$ cat config.mk
export PLATFORM = sky130hd
export DESIGN_NAME = clock_set_ctrl
export DESIGN_NICKNAME = d
export VERILOG_FILES = /design/src/rtl/clock_pkg.sv /design/src/rtl/bcd_field_counter.sv /design/src/rtl/clock_set_ctrl.sv
export SDC_FILE = /design/constraint.sdc
export NUM_CORES = 1
export LEC_CHECK = 0
export BUFFER_PORTS_ARGS = -buffer_cell sky130_fd_sc_hd__buf_2
export CORE_ASPECT_RATIO = 0.5
export CORE_UTILIZATION = 52
export CTS_CLUSTER_DIAMETER = 200
export DETAILED_ROUTE_END_ITERATION = 12
export HOLD_SLACK_MARGIN = 0.1
export PLACE_DENSITY = 0.79
export SETUP_SLACK_MARGIN = 0.02
export SYNTH_ARGS = -nofsm -noshare
export SYNTH_HDL_FRONTEND = slang
export SYNTH_SLANG_ARGS = --single-unit
export TNS_END_PERCENT = 20
$ cat constraint.sdc
create_clock -name Clk -period 1.7 [get_ports Clk]
set_input_delay 0.34 -clock Clk [delete_from_list [all_inputs] [get_ports Clk]]
set_output_delay 0.34 -clock Clk [all_outputs]
set_load 0.005 [all_outputs]
$ cat src/rtl/clock_pkg.sv
`default_nettype none
// ------------------------------------------------------------------
// clock_pkg: state encoding, field indices, BCD limits  (rev 1.0)
// ------------------------------------------------------------------
package clock_pkg;

    typedef enum logic [1:0] {
        RUN     = 2'd0,
        SET_HR  = 2'd1,
        SET_MIN = 2'd2,
        SET_SEC = 2'd3
    } state_t;

    localparam int SEC = 0;
    localparam int MIN = 1;
    localparam int HR  = 2;

    localparam logic [7:0] SEC_MAX = 8'h59;
    localparam logic [7:0] MIN_MAX = 8'h59;
    localparam logic [7:0] HR_MAX  = 8'h23;

endpackage
`default_nettype wire

$ cat src/rtl/bcd_field_counter.sv
`default_nettype none
// ------------------------------------------------------------------
// bcd_field_counter: packed-BCD counter 00..MAX with wrap pulse  (rev 1.0)
// ------------------------------------------------------------------
module bcd_field_counter #(
    parameter logic [7:0] MAX = 8'h59
) (
    input  logic       clk,
    input  logic       rst_n,
    input  logic       inc,
    input  logic       carry_en,
    output logic [7:0] value,
    output logic       wrap
);

    logic at_max;

    assign at_max = (value == MAX);
    // Combinational so the next field can advance on the same edge.
    assign wrap   = inc & carry_en & at_max;

    always_ff @(posedge clk or negedge rst_n) begin
        if (!rst_n) begin
            value <= 8'h00;
        end else if (inc) begin
            if (at_max)
                value <= 8'h00;
            else if (value[3:0] == 4'd9)
                value <= {value[7:4] + 4'd1, 4'd0};
            else
                value <= value + 8'd1;
        end
    end

endmodule
`default_nettype wire

$ cat src/rtl/clock_set_ctrl.sv
`default_nettype none
// ------------------------------------------------------------------
// clock_set_ctrl: BCD time-of-day with mode/inc key set and timeout  (rev 1.0)
// ------------------------------------------------------------------
module clock_set_ctrl
    import clock_pkg::*;
#(
    parameter int TIMEOUT_S = 30
) (
    input  logic       Clk,
    input  logic       Rst_n,
    input  logic       Tick1Hz,
    input  logic       BlinkTick,
    input  logic       ModeKey,
    input  logic       IncKey,
    output logic [7:0] Seconds,
    output logic [7:0] Minutes,
    output logic [7:0] Hours,
    output logic [1:0] Mode,
    output logic [2:0] FieldBlank
);

    state_t     state, state_nxt;
    logic [7:0] idle, idle_nxt;
    logic       blink, blink_nxt;
    logic [2:0] blank_nxt;
    logic       in_set, run_tick, edit_inc, any_key;
    logic       sec_wrap, min_wrap, hr_wrap_unused;

    assign in_set   = (state != RUN);
    assign run_tick = Tick1Hz & ~in_set;
    assign any_key  = ModeKey | IncKey;
    // ModeKey wins over IncKey on the same edge.
    assign edit_inc = IncKey & ~ModeKey & in_set;

    always_comb begin
        state_nxt = state;
        idle_nxt  = idle;
        blink_nxt = blink;
        blank_nxt = 3'b000;

        if (ModeKey) begin
            case (state)
                RUN:     state_nxt = SET_HR;
                SET_HR:  state_nxt = SET_MIN;
                SET_MIN: state_nxt = SET_SEC;
                default: state_nxt = RUN;
            endcase
        end

        if (any_key || !in_set) begin
            idle_nxt = 8'd0;
        end else if (Tick1Hz) begin
            if (idle + 8'd1 == 8'(TIMEOUT_S)) begin
                state_nxt = RUN;
                idle_nxt  = 8'd0;
            end else begin
                idle_nxt  = idle + 8'd1;
            end
        end

        if (any_key)
            blink_nxt = 1'b0;
        else if (BlinkTick)
            blink_nxt = ~blink;

        case (state_nxt)
            SET_HR:  blank_nxt[HR]  = blink_nxt;
            SET_MIN: blank_nxt[MIN] = blink_nxt;
            SET_SEC: blank_nxt[SEC] = blink_nxt;
            default: blank_nxt      = 3'b000;
        endcase
    end

    always_ff @(posedge Clk or negedge Rst_n) begin
        if (!Rst_n) begin
            state      <= RUN;
            idle       <= 8'd0;
            blink      <= 1'b0;
            FieldBlank <= 3'b000;
        end else begin
            state      <= state_nxt;
            idle       <= idle_nxt;
            blink      <= blink_nxt;
            FieldBlank <= blank_nxt;
        end
    end

    assign Mode = state;

    bcd_field_counter #(.MAX(SEC_MAX)) u_sec (
        .clk      (Clk),
        .rst_n    (Rst_n),
        .inc      (run_tick | (edit_inc & (state == SET_SEC))),
        .carry_en (run_tick),
        .value    (Seconds),
        .wrap     (sec_wrap)
    );

    bcd_field_counter #(.MAX(MIN_MAX)) u_min (
        .clk      (Clk),
        .rst_n    (Rst_n),
        .inc      (sec_wrap | (edit_inc & (state == SET_MIN))),
        .carry_en (~in_set),
        .value    (Minutes),
        .wrap     (min_wrap)
    );

    bcd_field_counter #(.MAX(HR_MAX)) u_hr (
        .clk      (Clk),
        .rst_n    (Rst_n),
        .inc      (min_wrap | (edit_inc & (state == SET_HR))),
        .carry_en (~in_set),
        .value    (Hours),
        .wrap     (hr_wrap_unused)
    );

endmodule
`default_nettype wire

* Word level (Yosys, flattened, before mapping)
Cells that the tools add are included.
Storage, ports and cells: output and inout port bits 29, bits in registers 38
Cells by class: equality and inequality tests 13, $add $sub $neg 7, mux-type cells 19, reductions and logical operators 5, bitwise operators 17
Operators with widths (number):
- 8-bit two-way mux | 9
- 8-bit by 1-bit adder with 8-bit output (second input constant) | 4
- 8-bit by 7-bit == test with 1-bit output (second input constant) | 2
- 4-bit by 1-bit adder with 4-bit output (second input constant) | 3
- 4-bit == test (second input constant) | 3
- 1-bit AND | 10
- 2-bit == test (second input constant) | 4
- 8-bit by 5-bit == test with 1-bit output (second input constant) | 1
- 8-bit by 6-bit == test with 1-bit output (second input constant) | 1
- 2-bit two-way mux | 4
- 2-bit one-hot mux with 3 select lines | 1
- 1-bit two-way mux | 5
- 2-bit by 1-bit == test with 1-bit output (second input constant) | 2
- 1-bit OR | 4
- 2-bit nonzero test | 2
- 1-bit inverter | 3
- 2-bit logical NOT | 1
- 1-bit logical NOT | 1
- 1-bit logical OR | 1

* Longest topological paths before layout
word-level depth 11, depth in mapped cells 8

* Hierarchy
From an unflattened synthesis, not the netlist that was laid out.
Unflattened totals: cell total of the unflattened synthesis 254, area total of the unflattened synthesis 2486.1 um^2
Modules (own cells, without submodules):
- bcd_field_counter at u_min ... | instances 2, area an instance 538.0 um^2, cells an instance 55, sequential area each 200.2 um^2
- clock_set_ctrl | instances 1, area an instance 865.8 um^2, cells an instance 86, sequential area each 350.3 um^2
- bcd_field_counter at u_hr | instances 1, area an instance 544.3 um^2, cells an instance 58, sequential area each 200.2 um^2

* Least setup slack after synthesis
No wires, ideal clock.
kind reg-to-reg, start register state[0], in the netlist Mode[0], end register u_min.value[7], cell stages (with the launch flop) 8, arrival 1.743 ns, setup time 0.128 ns, required time 1.572 ns, path slack -0.170 ns, period minus slack after synthesis 1.870 ns, cells stage by stage dfrtp_1 > inv_1 > ha_1 > buf_4 > nor2b_1 > a32oi_4 > nor4b_2 > mux2_1
On the way: longest elaborated chain between the ends 7, elaborated cells between the ends (all ways) 12
Ends and longest elaborated chain:
- start, declared | RTL line clock_set_ctrl.sv:23 | state_t state, state_nxt;
- start signal, assigned | RTL line clock_set_ctrl.sv:82 | state <= state_nxt;
- 2-bit nonzero test | RTL line clock_set_ctrl.sv:30 | assign in_set = (state != RUN);
- 1-bit AND / 1-bit inverter (equally long branches)
- 1-bit AND (on tied branches) | RTL line clock_set_ctrl.sv:94, clock_set_ctrl.sv:31
- 1-bit OR | RTL line clock_set_ctrl.sv:94 | .inc (run_tick | (edit_inc & (state == SET_SEC))),
- 1-bit AND (2 in series) | RTL line bcd_field_counter.sv:20 | assign wrap = inc & carry_en & at_max;
- 1-bit OR * | RTL line clock_set_ctrl.sv:103 | .inc (sec_wrap | (edit_inc & (state == SET_MIN))),
- end signal, assigned | RTL line bcd_field_counter.sv:29 | value <= {value[7:4] + 4'd1, 4'd0};
- end signal, assigned | RTL line bcd_field_counter.sv:31 | value <= value + 8'd1;
- end, declared | RTL line bcd_field_counter.sv:12 | output logic [7:0] value,
Every way passes the cells marked *; elsewhere a longest branch is shown, timed or not. A chain may end at the register's enable or synchronous reset.

* Final worst setup path
start register u_sec.value[4], end register u_hr.value[2]
On the way: longest elaborated chain between the ends 6
Ends and longest elaborated chain:
- start, declared | RTL line bcd_field_counter.sv:12
- start signal, assigned | RTL line bcd_field_counter.sv:29
- start signal, assigned | RTL line bcd_field_counter.sv:31
- 8-bit by 7-bit == test with 1-bit output | RTL line bcd_field_counter.sv:18 | assign at_max = (value == MAX);
- 1-bit AND | RTL line bcd_field_counter.sv:20
- 1-bit OR | RTL line clock_set_ctrl.sv:103
- 1-bit AND (2 in series) | RTL line bcd_field_counter.sv:20
- 1-bit OR | RTL line clock_set_ctrl.sv:112 | .inc (min_wrap | (edit_inc & (state == SET_HR))),
- end signal, assigned | RTL line bcd_field_counter.sv:29
- end signal, assigned | RTL line bcd_field_counter.sv:31
- end, declared | RTL line bcd_field_counter.sv:12
No other way between the ends.

==> run summary <==
run status: finished, violations left
violated checks: setup timing
syn nets: 285
Synth cell types: 56
first-pass GRT wire length: 9.50 mm
Place WS: -0.161 ns
Setup crit start: u_sec.value[4]
Via Count: 2374
worst setup margin: -0.156 ns
die width: 99.2 um
die area: 5020 sq um
Synth area leader: dfrtp_1
final wirelength: 6.36 mm
clock buffer depth: 2
min-delay src: IncKey
share of cells above drive strength 1: 39.2%
grt ovf: 0
synthesized cell area: 2460 sq um
Synth Area per Inst: 9.42 sq um
ANT nets after route: 0
Non-Filler Instances: 409
fin nets: 375
Most used DFF post-synth: dfrtp_1
flops & latches, synth: 38
worst slew pin tran: 0.510 ns
DRT iter0 DRCs: 102
Crit Path Max Fanout: 5
area delta synth->final: 35.1%
min Tclk post-route: 1.86 ns
clock latency on the worst-skew pair: 0.30 ns
reg2reg start: u_sec.value[4]
ant diodes: 0
Placed Cells: 397
Gate Count Post-Synth: 261
CTS tree: yes
register area share after synthesis: 38.7%
number of global-route vias before repair: 2103
H-tree level count: 2
Die H: 50.6 um
CTS buffer count: 5
Port Buffers: 34
CTS sink count: 38
Peak Freq: 539 MHz
unrepaired setup endpoints after global routing: yes
Slew Viols, Final: 0
per-cell routed wire length: 15.6 um
max_slew headroom: 66.0%
largest net degree at the start of global routing: 39
post-synth top area share: 38.7%
Core Area: 4470 sq um
Worst Path Class, Setup: reg2reg
Rows: 17
maximum VDD drop: 0.000525 V
WP data arrival: 2.03 ns
vias per cell: 5.80
leak pwr: 1.63 nW
Setup-failing EPs final: 13
initial antenna violation count: 0
ratio of final minimum period to clock period: 109%
Placer Congestion: 0.899
DRT Pass-1 Iters: 4
Final Hold Viols: 0
Worst Path Required: 1.87 ns
number of synthesized flops with an enable pin: 0
CP endpoint kind: flop
CTS Root Cell: clkbuf_8
HP Class: in2reg
Filler Cells Inserted: 292
pwr dens: 1160 nW/um^2
fin util: 74.3%
GRT Overall Usage: 24.4%
Synth warnings: 0
# DRC: 0
io pins: 35
CP Launch Type: flop
Clk pin slew, worst setup/hold paths: 0.08 ns
hpwl dp: 4.10 mm
Area contributors post-synth: dfrtp_1 (39%), ha_1 (9.2%), o21ai_0 (5.1%)
post-route clock skew: 0.00991 ns
Synth async-reset ratio: 100%
max cap viols: 0
Starting Density: 55.0%
logic make-up after synthesis:
group,synth area share (%)
compound gates,19.0
xor+xnor,3.16
fa+ha+maj,9.17
buf+inv,4.58
flops,38.7
mux,1.73
simple gates,23.7
cell usage after synthesis (all sizes together) (4+ instances only):
cell type   n
nand4       6
buf         8
and3        5
xnor2       4
inv        13
xor2        4
a21oi      16
o31ai       4
dfrtp      38
o21ai      26
nand3       9
ha         18
nor3        6
nor2b       9
nor2       18
a31oi       5
nand2      23
nand2b      5
final cells by class:
cell class                 instances  area, sq um  share of cell area [%]
clock buffer                       7         86.3                    2.60
clock inverter                     1         5.00                   0.151
inverter                          13         48.8                    1.47
multi-input combinational        200         1530                    45.9
sequential                        38          953                    28.7
tap                               57         71.3                    2.15
timing repair buffer              93          631                    19.0
where the power goes:
group	switching [mW]	total, mW	internal [mW]	leakage [nW]
registers	0.173	1.26	1.09	0.500
logic	1.00	1.92	0.920	1.08
clock network	0.339	0.666	0.328	0.0482
through the flow:
stage | cell area (sq um) | hold slack (ns) | total power [mW] | setup TNS (ns)
detailed placement | 3050 | 0.422 | 2.91 | -1.12
CTS | 3210 | 0.296 | 3.64 | -0.887
floorplan | 2460 | 0.0444 | 2.12 | -0.493
global route | 3320 | 0.316 | 4.09 | -2.05
global placement | 3050 | 0.417 | 2.82 | -0.385
finish | 3320 | 0.311 | 3.85 | -0.889
what timing repair did:
item                       CTS  global route
pin swaps                    4            15
resized for setup           12            32
buffers inserted             1             1
hold endpoints to repair     6             0
setup endpoints to repair   20            25
gates cloned                 0             1
hold buffers                 1             0
layout by cell type (no fill, tap or decap), types with 4 or more instances in the layout:
| cell | count |
|---|---|
| a31oi_1 | 5 |
| xor2_1 | 4 |
| ha_1 | 14 |
| nand3_1 | 9 |
| nand2b_1 | 4 |
| nand2_1 | 23 |
| buf_6 | 4 |
| dfrtp_1 | 36 |
| o21ai_1 | 8 |
| buf_2 | 34 |
| clkbuf_8 | 6 |
| buf_4 | 54 |
| nor2_1 | 14 |
| nand4_1 | 6 |
| o21ai_0 | 14 |
| and3_1 | 5 |
| nor3_1 | 6 |
| inv_1 | 10 |
| a21oi_1 | 15 |
| nor2b_1 | 7 |
flip-flops by register name, indices dropped and copies added, names as in the netlist:
name / cells
idle: 8
u_hr.value: 8
Mode: 2
blink: 1
FieldBlank: 3
u_sec.value: 8
u_min.value: 8
layer usage:
layer	global-route usage [%]	share of wire, %	vias up
met5	0	0	-
met4	9.07	1.4	0
met3	5.71	4.0	10
met2	41.1	50	65
met1	31.1	45	1168
li1	-	-	1131
path summary, 6_finish.rpt:
kind	end	depth (start not counted)	slack, ns
worst min-delay path	blink	2	0.31
max in group asynchronous	Mode[0]	3	0.67
worst max register to register	u_hr.value[2]	6	-0.16
worst max-delay path	u_hr.value[2]	6	-0.16
worst min register to register	u_hr.value[7]	1	0.51
min in group asynchronous	u_min.value[3]	3	0.65
worst max-delay path, cell delays in order (launching register included):
cell,delay [ns]
dfrtp_1,0.39
ha_2,0.19
and3b_2,0.20
and2_4,0.19
a41oi_4,0.34
nor2b_1,0.10
mux2_1,0.33
(Power assumes the default switching activity.)
